`config.mk`:
```
export PLATFORM = sky130hd
export DESIGN_NAME = approx_mult_sched
export DESIGN_NICKNAME = d
export VERILOG_FILES = /design/src/rtl/approx_mult_pkg.sv /design/src/rtl/approx_mult_sched_core.sv /design/src/rtl/approx_mult_sched.sv
export SDC_FILE = /design/constraint.sdc
export NUM_CORES = 1
export LEC_CHECK = 0
export CAP_MARGIN = 20
export CORE_AREA = 2 2 221 223
export DETAILED_ROUTE_END_ITERATION = 10
export DIE_AREA = 0 0 223 225
export PLACE_DENSITY = 0.69
export SLEW_MARGIN = 15
export SYNTH_ARGS = -nofsm -noshare
export SYNTH_HDL_FRONTEND = slang
export SYNTH_SLANG_ARGS = --single-unit
```
`constraint.sdc`:
```
create_clock -name clk -period 25.5 [get_ports clk]
set_input_delay 3.825 -clock clk [delete_from_list [all_inputs] [get_ports clk]]
set_output_delay 3.825 -clock clk [all_outputs]
set_load 0.01 [all_outputs]
```
`src/rtl/approx_mult_pkg.sv`:
```
// Shared definitions for the approximate-multiplier scheduler: state encoding,
// default truncation width and the leading-one helper.
package approx_mult_pkg;

  localparam logic [1:0] IDLE = 2'd0;
  localparam logic [1:0] CALC = 2'd1;
  localparam logic [1:0] DONE = 2'd2;

  localparam int NUM_DEFAULT = 6;

  // Index of the most significant set bit; 0 for a zero input.
  function automatic logic [3:0] lead_one16(input logic [15:0] x);
    logic [3:0] k;
    k = '0;
    for (int i = 0; i < 16; i++) begin
      if (x[i]) k = 4'(i);
    end
    return k;
  endfunction

endpackage

```
`src/rtl/approx_mult_sched_core.sv`:
```
// Combinational 16x16 multiplier: exact product, or the scheme-1 approximation
// that keeps the NUM leading bits of each operand and shifts the product back.
module approx_mul_core
  import approx_mult_pkg::*;
#(
  parameter int NUM = NUM_DEFAULT
) (
  input  logic [15:0] a,
  input  logic [15:0] b,
  input  logic        exact,
  output logic [31:0] y
);

  localparam logic [4:0] NUMW = 5'(NUM);

  logic [15:0] x [2];
  logic [15:0] m [2];
  logic [4:0]  s [2];
  logic [3:0]  k [2];
  logic [5:0]  shamt;

  assign x[0] = a;
  assign x[1] = b;

  always_comb begin
    for (int i = 0; i < 2; i++) begin
      k[i] = lead_one16(x[i]);
      if ({1'b0, k[i]} >= NUMW) begin
        s[i] = {1'b0, k[i]} - NUMW + 5'd1;
        m[i] = x[i] >> s[i];
      end else begin
        s[i] = '0;
        m[i] = x[i];
      end
    end
    shamt = 6'(s[0]) + 6'(s[1]);
    if (exact) y = 32'(a) * 32'(b);
    else       y = (32'(m[0]) * 32'(m[1])) << shamt;
  end

endmodule

```
`src/rtl/approx_mult_sched.sv`:
```
// Round-robin scheduler in front of one shared approximate multiplier; returns
// each product tagged with the requester index over a valid/ready port.
//
// state | meaning
// IDLE  | waiting for a request; grants the next one round-robin
// CALC  | operands registered, product being captured into y
// DONE  | result presented on y/y_id until the consumer takes it
module approx_mult_sched
  import approx_mult_pkg::*;
#(
  parameter int NREQ = 4,
  parameter int NUM  = NUM_DEFAULT,
  parameter int IDW  = $clog2(NREQ)
) (
  input  logic                 clk,
  input  logic                 rst,
  input  logic [NREQ-1:0]      req_valid,
  output logic [NREQ-1:0]      req_ready,
  input  logic [16*NREQ-1:0]   req_a,
  input  logic [16*NREQ-1:0]   req_b,
  input  logic                 exact_en,
  output logic                 y_valid,
  input  logic                 y_ready,
  output logic [31:0]          y,
  output logic [IDW-1:0]       y_id,
  output logic                 busy
);

  logic [1:0]      state_q, state_d;
  logic [IDW-1:0]  ptr_q, ptr_d;
  logic [IDW-1:0]  id_q, id_d;
  logic [15:0]     a_q, a_d, b_q, b_d;
  logic            exact_q, exact_d;
  logic [31:0]     y_q, y_d;
  logic [31:0]     core_y;
  logic            found;
  logic [IDW-1:0]  gnt_idx;
  logic [NREQ-1:0] gnt;

  approx_mul_core #(.NUM(NUM)) u_core (
    .a     (a_q),
    .b     (b_q),
    .exact (exact_q),
    .y     (core_y)
  );

  // First pending requester after the last one served.
  always_comb begin
    found   = 1'b0;
    gnt_idx = '0;
    for (int off = 1; off <= NREQ; off++) begin
      if (!found && req_valid[(int'(ptr_q) + off) % NREQ]) begin
        found   = 1'b1;
        gnt_idx = IDW'((int'(ptr_q) + off) % NREQ);
      end
    end
  end

  always_comb begin
    state_d = state_q;
    ptr_d   = ptr_q;
    id_d    = id_q;
    a_d     = a_q;
    b_d     = b_q;
    exact_d = exact_q;
    y_d     = y_q;
    gnt     = '0;
    case (state_q)
      IDLE: begin
        if (found) begin
          gnt     = NREQ'(1) << gnt_idx;
          a_d     = req_a[{gnt_idx, 4'b0} +: 16];
          b_d     = req_b[{gnt_idx, 4'b0} +: 16];
          exact_d = exact_en;
          id_d    = gnt_idx;
          ptr_d   = gnt_idx;
          state_d = CALC;
        end
      end
      CALC: begin
        y_d     = core_y;
        state_d = DONE;
      end
      DONE: begin
        if (y_ready) state_d = IDLE;
      end
      default: state_d = IDLE;
    endcase
  end

  always_ff @(posedge clk) begin
    if (rst) begin
      state_q <= IDLE;
      ptr_q   <= IDW'(NREQ - 1);
      id_q    <= '0;
      a_q     <= '0;
      b_q     <= '0;
      exact_q <= 1'b0;
      y_q     <= '0;
    end else begin
      state_q <= state_d;
      ptr_q   <= ptr_d;
      id_q    <= id_d;
      a_q     <= a_d;
      b_q     <= b_d;
      exact_q <= exact_d;
      y_q     <= y_d;
    end
  end

  // Reset wins over both handshakes in the same cycle.
  assign req_ready = rst ? '0 : gnt;
  assign y_valid   = !rst && (state_q == DONE);
  assign busy      = (state_q != IDLE);
  assign y         = y_q;
  assign y_id      = id_q;

endmodule

```
### Yosys cells after proc, flatten, opt, wreduce, memory -nomap -nowiden

Cells that the tools add are included.

* $mul: 2
* reduce and logical (&&, ||, !) cells: 16
* magnitude comparators: 6
* bitwise logic cells: 4
* eq/ne operators: 4
* add/subtract/negate cells: 9
* shift operators: 6
* muxes and demuxes: 61

Operator list (count)
* 64-bit by 7-bit variable part select with 16-bit output: 2
* 4-bit two-way mux: 19
* 16-bit by 16-bit multiplier with 32-bit output: 2
* 16-bit two-way mux: 2
* 32-bit two-way mux: 1
* 32-bit by 6-bit << shifter with 32-bit output: 1
* 16-bit by 5-bit right shift with 16-bit output: 2
* 3-bit two-way mux: 8
* 2-bit two-way mux: 10
* 3-bit by 4-bit < comparator with 1-bit output, second input constant: 4
* 1-bit two-way mux: 14
* 5-bit by 1-bit adder with 5-bit output, second input constant: 2
* 5-bit two-way mux: 2
* 4-bit by 3-bit subtractor with 5-bit output, second input constant: 2
* 1-bit binary-select mux with 2-bit select: 4
* 4-bit by 3-bit >= comparator with 1-bit output, second input constant: 2
* 2-bit OR reduction: 4
* 5-bit by 5-bit adder with 6-bit output: 1
* 2-bit case mux with 3 select lines: 1
* 2-bit by 1-bit adder with 2-bit output, second input constant: 2
* 2-bit adder, second input constant: 2
* 1-bit AND, first input constant: 4
* 1-bit logical AND: 4
* 1-bit zero test: 4
* 7 further kinds: 9

* input bits: 136
* register bits: 71
* output and inout port bits: 40

### Depth between registers and ports, before layout

Gate-level depths: netlist of run 1.

* word-level depth: 22
* mapped depth: 42
* mapped depth without buffers: 38

### Hierarchy

A second synthesis of run 1 with hierarchy kept.

* cells, all modules: 2870
* area, all modules: 23809.1 um2

By module, submodules not included
* approx_mul_core: sequential area each 0.0 um2, times used 1, cells each 2455, area each 20135.6 um2
* approx_mult_sched: sequential area each 1421.4 um2, times used 1, cells each 415, area each 3673.5 um2

### Worst setup path after synthesis of run 1

OpenSTA, ideal clock, no wires.

* path kind: register to register
* start point: register b_q[5]
* end point: register y_q[26], in the netlist y[26]
* path buffers: 6
* setup slack: 15.593 ns
* stages on the path, launching flop included: 40
* clock period less this slack: 9.907 ns
* required time: 25.414 ns
* data arrival time: 9.821 ns
* path through: dfxtp_1 clkbuf_1 inv_1 a221oi_1 o21bai_1 a31oi_1 clkbuf_1 inv_1 ha_1 xor2_2 clkbuf_1 clkbuf_1 o211ai_1 o21ai_0 nor2_1 o21ai_0 clkbuf_1 nor2_1 [... 4 more ...] fa_1 fa_1 fa_1 inv_1 fa_1 inv_1 ha_1 clkbuf_1 a211oi_1 o21bai_1 o31a_1 a221o_1 a31oi_2 mux2i_1 or3b_1 mux4_2 o21a_1 a211oi_1

* word-level cells in the longest chain between the ends: 18

Ends and longest elaborated chain
* start: declaration: line approx_mult_sched.sv:32 `logic [15:0] a_q, a_d, b_q, b_d;`
* start signal: assignment: line approx_mult_sched.sv:97 `b_q <= '0;`
* start signal: assignment: line approx_mult_sched.sv:105 `b_q <= b_d;`
* 3-bit two-way mux (3 in series): line approx_mult_pkg.sv:16 `if (x[i]) k = 4'(i);`
* 4-bit two-way mux (8 in series): line approx_mult_pkg.sv:16
* 4-bit by 3-bit subtractor with 5-bit output: line approx_mult_sched_core.sv:29 `s[i] = {1'b0, k[i]} - NUMW + 5'd1;`
* 5-bit by 1-bit adder with 5-bit output: line approx_mult_sched_core.sv:29
* 16-bit by 5-bit right shift with 16-bit output: line approx_mult_sched_core.sv:30 `m[i] = x[i] >> s[i];`
* 16-bit two-way mux: line approx_mult_sched_core.sv:28 `if ({1'b0, k[i]} >= NUMW) begin`
* 16-bit by 16-bit multiplier with 32-bit output: line approx_mult_sched_core.sv:38 `else y = (32'(m[0]) * 32'(m[1])) << shamt;`
* 32-bit by 6-bit << shifter with 32-bit output: line approx_mult_sched_core.sv:38
* 32-bit two-way mux *: line approx_mult_sched_core.sv:37 `if (exact) y = 32'(a) * 32'(b);`
* end signal: assignment: line approx_mult_sched.sv:107 `y_q <= y_d;`
* end: declaration: line approx_mult_sched.sv:34 `logic [31:0] y_q, y_d;`

Mark *: on every way between the ends. The rest lies on a longest branch, timed or not.
A chain may end at the register's enable or synchronous reset.

### Worst setup path after layout of run 1

* start point: register b_q[11]
* end point: register y_q[25], in the netlist y[25]

* word-level cells in the longest chain between the ends: 12

Ends and longest elaborated chain (line)
* 4-bit two-way mux (5 in series): approx_mult_pkg.sv:16
* 4-bit by 3-bit subtractor with 5-bit output: approx_mult_sched_core.sv:29
* 5-bit by 1-bit adder with 5-bit output: approx_mult_sched_core.sv:29
* 16-bit by 5-bit right shift with 16-bit output: approx_mult_sched_core.sv:30
* 16-bit two-way mux: approx_mult_sched_core.sv:28
* 16-bit by 16-bit multiplier with 32-bit output: approx_mult_sched_core.sv:38
* 32-bit by 6-bit << shifter with 32-bit output: approx_mult_sched_core.sv:38
* 32-bit two-way mux *: approx_mult_sched_core.sv:37

Marked as above.

==> summary.md, run 1 <==
| Metric | Value |
|---|---|
| Status | `completed` |
| Relative slew margins | `between 20% and 30%` |
| Core area | `approximately 48,000 µm²` |
| CP peak stage delay | `about 800 ps` |
| Post-CTS setup buffer count | `0` |
| Family with the most delay on the worst path | `compound AO/OA/AOI/OAI gates` |
| Fin nets | `slightly below 4,000` |
| Setup TNS Final | `0 ps` |
| Crit path time final | `between 10,000 and 15,000 ps` |
| Crit path DAT | `11,280 ps` |
| Post-Syn Instances | `2,942` |
| DIE AREA | `50,200 µm²` |
| Ys async rst share | `0%` |
| Clk sinks | `71` |
| Crit path top cell by count | `fa_1` |
| Max Freq | `0.0904 GHz` |
| Drt drc | `0` |
| Top-count cell post-synth | `inv_1` |
| Setup violators final | `0` |
| Antenna viol nets, final | `0` |
| Die Span X | `~220 µm` |
| Transition time of the tightest slew-check pin | `roughly 1100 ps` |
| CP Capture Type | `register` |
| Top cell type's share of synthesized area | `approximately a third` |
| #FFs+latches synth | `71` |
| Tcrit/Tclk final | `43.4%` |
| Worst-path clk slew | `approximately 80 ps` |
| Count of flip-flops with a built-in enable after synthesis | `0` |
| Finished Core Util | `roughly 56%` |
| Final WL | `~73,000 µm` |
| Initial DRC count | `~2,000` |
| Initial Util | `between 40% and 50%` |
| Drt first pass iters | `8` |
| Vias in the first global route | `~22,000` |
| GRT Total Usage | `a little under a third` |
| Commonest cells post-synth | `inv_1, nand2_1, fa_1` |
| Cts repair resizes | `0` |
| CP Class | `reg -> reg` |
| Crit path max fanout | `16` |
| Layout cells sized above 1 | `approximately 4.7%` |
| Post-synthesis sequential area ratio | `~6.0%` |
| Largest net degree at the start of global routing | `between 70 and 80` |
| Height of the die | `between 200 and 250 µm` |
| Post-Syn Area | `between 20,000 and 25,000 µm²` |
| Cell Rows | `80` |
| CP Buf/Inv Count | `7` |
| CTS tree | `built` |
| Number of buffers created by CTS | `9` |
| Synth Flop Type | `dfxtp_1` |
| Synthesized area per cell | `between 8 and 9 µm²` |
| Vias per cell | `5.68` |
| Max Cap Viol | `0` |
| Final Wtd Congestion | `just under 1` |
| Max stage delay cell, worst path | `a22oi_1` |
| CP Launch Type | `register` |
| RSZ-0062 raised after global routing | `no` |
| DR WL/cell | `a little under 20 µm` |
| I/O Pins | `about 180` |
| Synth area leaders | `fa_1, ha_1, inv_1, nand2_1, dfxtp_1` |
| CP required | `around 26,000 ps` |
| Final hold viol count | `0` |
| Worst min path class | `reg -> reg` |
| H-tree Lvls | `3` |
| Total grt overflow | `0` |
| Synth unique cells | `83` |
| Biggest area consumer among synthesized cells | `fa_1` |
| Slew Viols, Final | `0` |
| First-pass GRT wire length | `between 100,000 and 150,000 µm` |
| Port buffer count | `around 180` |
| Area Growth Syn to Fin | `13.3%` |
| Initial antenna violation count | `1` |
| CTS root buffer | `clkbuf_16` |
| Clk buf depth | `2` |
| HPWL Detailed | `between 50,000 and 60,000 µm` |
| CTS hold repair buffers | `0` |
| Clk_skew | `roughly 24 ps` |
| Clk Latency, worst-skew pair | `between 300 and 400 ps` |
| Syn. warnings | `0` |
| Via count | `roughly 21,000` |
==> stage by stage <==
step / cell area (µm²) / setup slack (ps) / hold slack [ps] / std cells
2_1_floorplan: 24000 / 15590 / 485 / 3052
3_3_place_gp: 26400 / 14820 / 482 / 3735
3_5_place_dp: 26400 / 14560 / 486 / 3735
4_1_cts: 26700 / 14470 / 505 / 3751
5_1_grt: 26700 / 13810 / 517 / 3752
6_report: 26800 / 14440 / 504 / 3753
==> final cells by class <==
class                   count  area [µm²]
diodes                      1        2.50
clock buffers               9         225
clock inverters             7         103
fillers                  4388       20800
inverters                 480        1800
multi-input cells        2333       20200
flip-flops and latches     71        1420
well taps                 615         769
repair buffers            237        2220
==> cells in the final DEF (no fill, tap or decap), drive strengths merged, types with 71 or more instances in the layout <==
master and count:
inv 483, nand2 466, fa 389, ha 217, nor2 197, clkdlybuf4s50 174, a21oi 122, nand3 112
conb 112, and2 99, dfxtp 71
==> registers in the layout, summed over array words and instances, names as in the netlist <==
signal / count
b_q: 16
state_q: 2
exact_q: 1
y: 32
y_id: 2
ptr_q: 2
a_q: 16
==> worst reg2reg max path: cells and delay by family, from the launching register on <==
kind / cells / cell delay, ps
multiplexers: 2 / 630
AO/OA/AOI/OAI: 13 / 3810
AND/OR/NAND/NOR: 5 / 800
adder cells (fa/ha/maj): 8 / 3810
flip-flops: 1 / 750
buffers and inverters: 7 / 1120
==> kinds of logic after synthesis <==
group	after synthesis	share of synthesized area (%)
adder cells (fa/ha/maj)	606	44.5
other	2	0.0318
buffers and inverters	648	10.3
multiplexers	92	4.74
XOR/XNOR	62	2.33
AND/OR/NAND/NOR	1048	20.2
AO/OA/AOI/OAI	413	11.9
flip-flops	71	6.02
==> worst paths after layout <==
path,start,end,slack [ps],cells past startpoint
max,b_q[11]$_SDFFE_PP0P_,y[25]$_SDFFE_PP0N_,14440,35
min,y[2]$_SDFFE_PP0N_,y[2]$_SDFFE_PP0N_,500,2
max reg2reg,b_q[11]$_SDFFE_PP0P_,y[25]$_SDFFE_PP0N_,14440,35
min reg2reg,y[2]$_SDFFE_PP0N_,y[2]$_SDFFE_PP0N_,500,2
==> per-layer routing <==
| metal | vias up | GRT usage, % | share of wire (%) |
|---|---|---|---|
| met5 | - | 0 | 0 |
| met2 | 1013 | 47.7 | 44 |
| met3 | 117 | 5.78 | 9.4 |
| met4 | 0 | 7.60 | 2.4 |
| met1 | 10459 | 42.4 | 44 |
| li1 | 9741 | - | - |
Power of run 1 is not shown: default switching activity piles up to over one toggle a cycle in this logic, so the estimate is an artifact.
==> inputs of run 2 (changes only) <==
==> constraint.sdc (replaced) <==
create_clock -name clk -period 11 [get_ports clk]
set_input_delay 1.65 -clock clk [delete_from_list [all_inputs] [get_ports clk]]
set_output_delay 1.65 -clock clk [all_outputs]
set_load 0.01 [all_outputs]
==> run 2 against run 1 <==
- sequential share of layout area shrank 0.050 points
- first-iteration DRC count rose by 4.8%
- setup slack got worse by 14000 ps
- wire length grew 3.0%
- critical path type unchanged
- core utilization up 0.64 points
- critical path depth down 1
- global-route usage rose by 1.0 points
- die area is the same
==> summary.md, run 2 (synthesis results as in run 1) <==
| Metric | Value |
|---|---|
| Status | `completed` |
| Crit path time final | `10,270 ps` |
| Die Span X | `223 µm` |
| Max stage delay cell, worst path | `dfxtp_1` |
| Setup violators final | `0` |
| Clk_skew | `9.06 ps` |
| Initial DRC count | `2,099` |
| Setup TNS Final | `0 ps` |
| Clk buf depth | `2` |
| Initial Util | `between 40% and 50%` |
| Crit path max fanout | `13` |
| Setup ws final | `roughly 730 ps` |
| Register Area | `around 1400 µm²` |
| Tcrit/Tclk final | `roughly 93%` |
| I/O Pins | `about 180` |
| Worst slack, placed | `roughly 570 ps` |
| Clk Latency, worst-skew pair | `about 360 ps` |
| Antenna viol nets, final | `0` |
| Clk sinks | `71` |
| CP Capture Type | `register` |
| Area used by multi-input combinational logic | `approximately 20,000 µm²` |
| Drt drc | `0` |
| Max Cap Viol | `0` |
| Area Growth Syn to Fin | `14.6%` |
| Final WL | `~75,000 µm` |
| Relative slew margins | `around a third` |
| Slew Viols, Final | `0` |
| CP Launch Type | `register` |
| Worst min path class | `reg -> reg` |
| Cell Rows | `80` |
| Final Wtd Congestion | `between 0.9 and 1` |
| Fill count | `around 4,400` |
| HPWL Detailed | `61,100 µm` |
| Largest register FFs | `32` |
| Worst-path clk slew | `70 ps` |
| Vias per cell | `between 5 and 6` |
| CP Class | `reg -> reg` |
| First-pass GRT wire length | `approximately 120,000 µm` |
| CP required | `roughly 11,000 ps` |
| Max Freq | `about 0.1 GHz` |
| Layout cells sized above 1 | `~6.0%` |
| DR WL/cell | `between 15 and 20 µm` |
| CTS root buffer | `clkbuf_16` |
| Via count | `roughly 22,000` |
| Total grt overflow | `0` |
| GRT Total Usage | `a little under a third` |
| Largest net degree at the start of global routing | `75` |
| CP peak stage delay | `between 600 and 700 ps` |
| RSZ-0062 raised after global routing | `no` |
| Post-CTS setup buffer count | `0` |
| Port buffer count | `roughly 180` |
| Initial antenna violation count | `2` |
| Core area | `47,500 µm²` |
| Fin nets | `about 3,900` |
| Final hold viol count | `0` |
| Drt first pass iters | `9` |
| DIE AREA | `around 50,000 µm²` |
| Vias in the first global route | `about 22,000` |
| H-tree Lvls | `3` |
| Crit path DAT | `about 11,000 ps` |
| Transition time of the tightest slew-check pin | `between 900 and 1000 ps` |
| Height of the die | `approximately 230 µm` |
| Most frequent cells in the layout | `inv_1, nand2_1, fa_1` |
| CTS tree | `built` |
| Number of buffers created by CTS | `9` |
| Commonest non-fill, non-tap cell in the layout | `inv_1` |
## run 2: worst paths after layout
| path | cells past startpoint | from | to | slack [ps] |
|---|---|---|---|---|
| worst max-delay path | 34 | b_q[6]$_SDFFE_PP0P_ | y[26]$_SDFFE_PP0N_ | 730 |
| worst min-delay path | 2 | y[10]$_SDFFE_PP0N_ | y[10]$_SDFFE_PP0N_ | 490 |
| worst max register to register | 34 | b_q[6]$_SDFFE_PP0P_ | y[26]$_SDFFE_PP0N_ | 730 |
| worst min register to register | 2 | y[10]$_SDFFE_PP0N_ | y[10]$_SDFFE_PP0N_ | 490 |
## run 2: layout make-up
cell class                      count  area share, %
Antenna cell                        2         0.0185
Clock buffer                        9          0.832
Clock inverter                      7          0.472
Inverter                          480           6.66
Multi-Input combinational cell   2333           74.7
Sequential cell                    71           5.26
Tap cell                          615           2.84
Timing Repair Buffer              273           9.17
## run 2: repair_timing
item,4_1_cts,5_1_grt
endpoints found under the setup margin,0,14
resized for setup,0,4
hold buffers,0,0
## run 2: critical path, delay by kind of cell, from the launching register on
| kind | cells | cell delay [ps] |
|---|---|---|
| flip-flops | 1 | 680 |
| AND/OR/NAND/NOR | 4 | 1390 |
| multiplexers | 3 | 990 |
| buffers and inverters | 8 | 1150 |
| adder cells (fa/ha/maj) | 8 | 3490 |
| AO/OA/AOI/OAI | 11 | 2470 |
## run 2: metal layers
| metal | global-route usage, % | vias to the layer above | wire length [µm] |
|---|---|---|---|
| li1 | - | 9820 | - |
| met1 | 44.3 | 10553 | 32400 |
| met2 | 47.4 | 1052 | 32500 |
| met3 | 6.41 | 151 | 7770 |
| met4 | 10.1 | 0 | 2700 |
| met5 | 0 | - | 0 |
## run 2: per-stage QoR
| step | util, % | area, µm² | instances | hold WS (ps) |
|---|---|---|---|---|
| 2_1_floorplan | - | 24000 | 3052 | 485 |
| 3_3_place_gp | 56.1 | 26700 | 3769 | 481 |
| 3_5_place_dp | 56.1 | 26700 | 3771 | 478 |
| 4_1_cts | 56.8 | 27000 | 3787 | 495 |
| 5_1_grt | 56.9 | 27100 | 3788 | 523 |
| 6_report | 56.9 | 27100 | 3790 | 492 |
Power of run 2 is left out for the same reason.
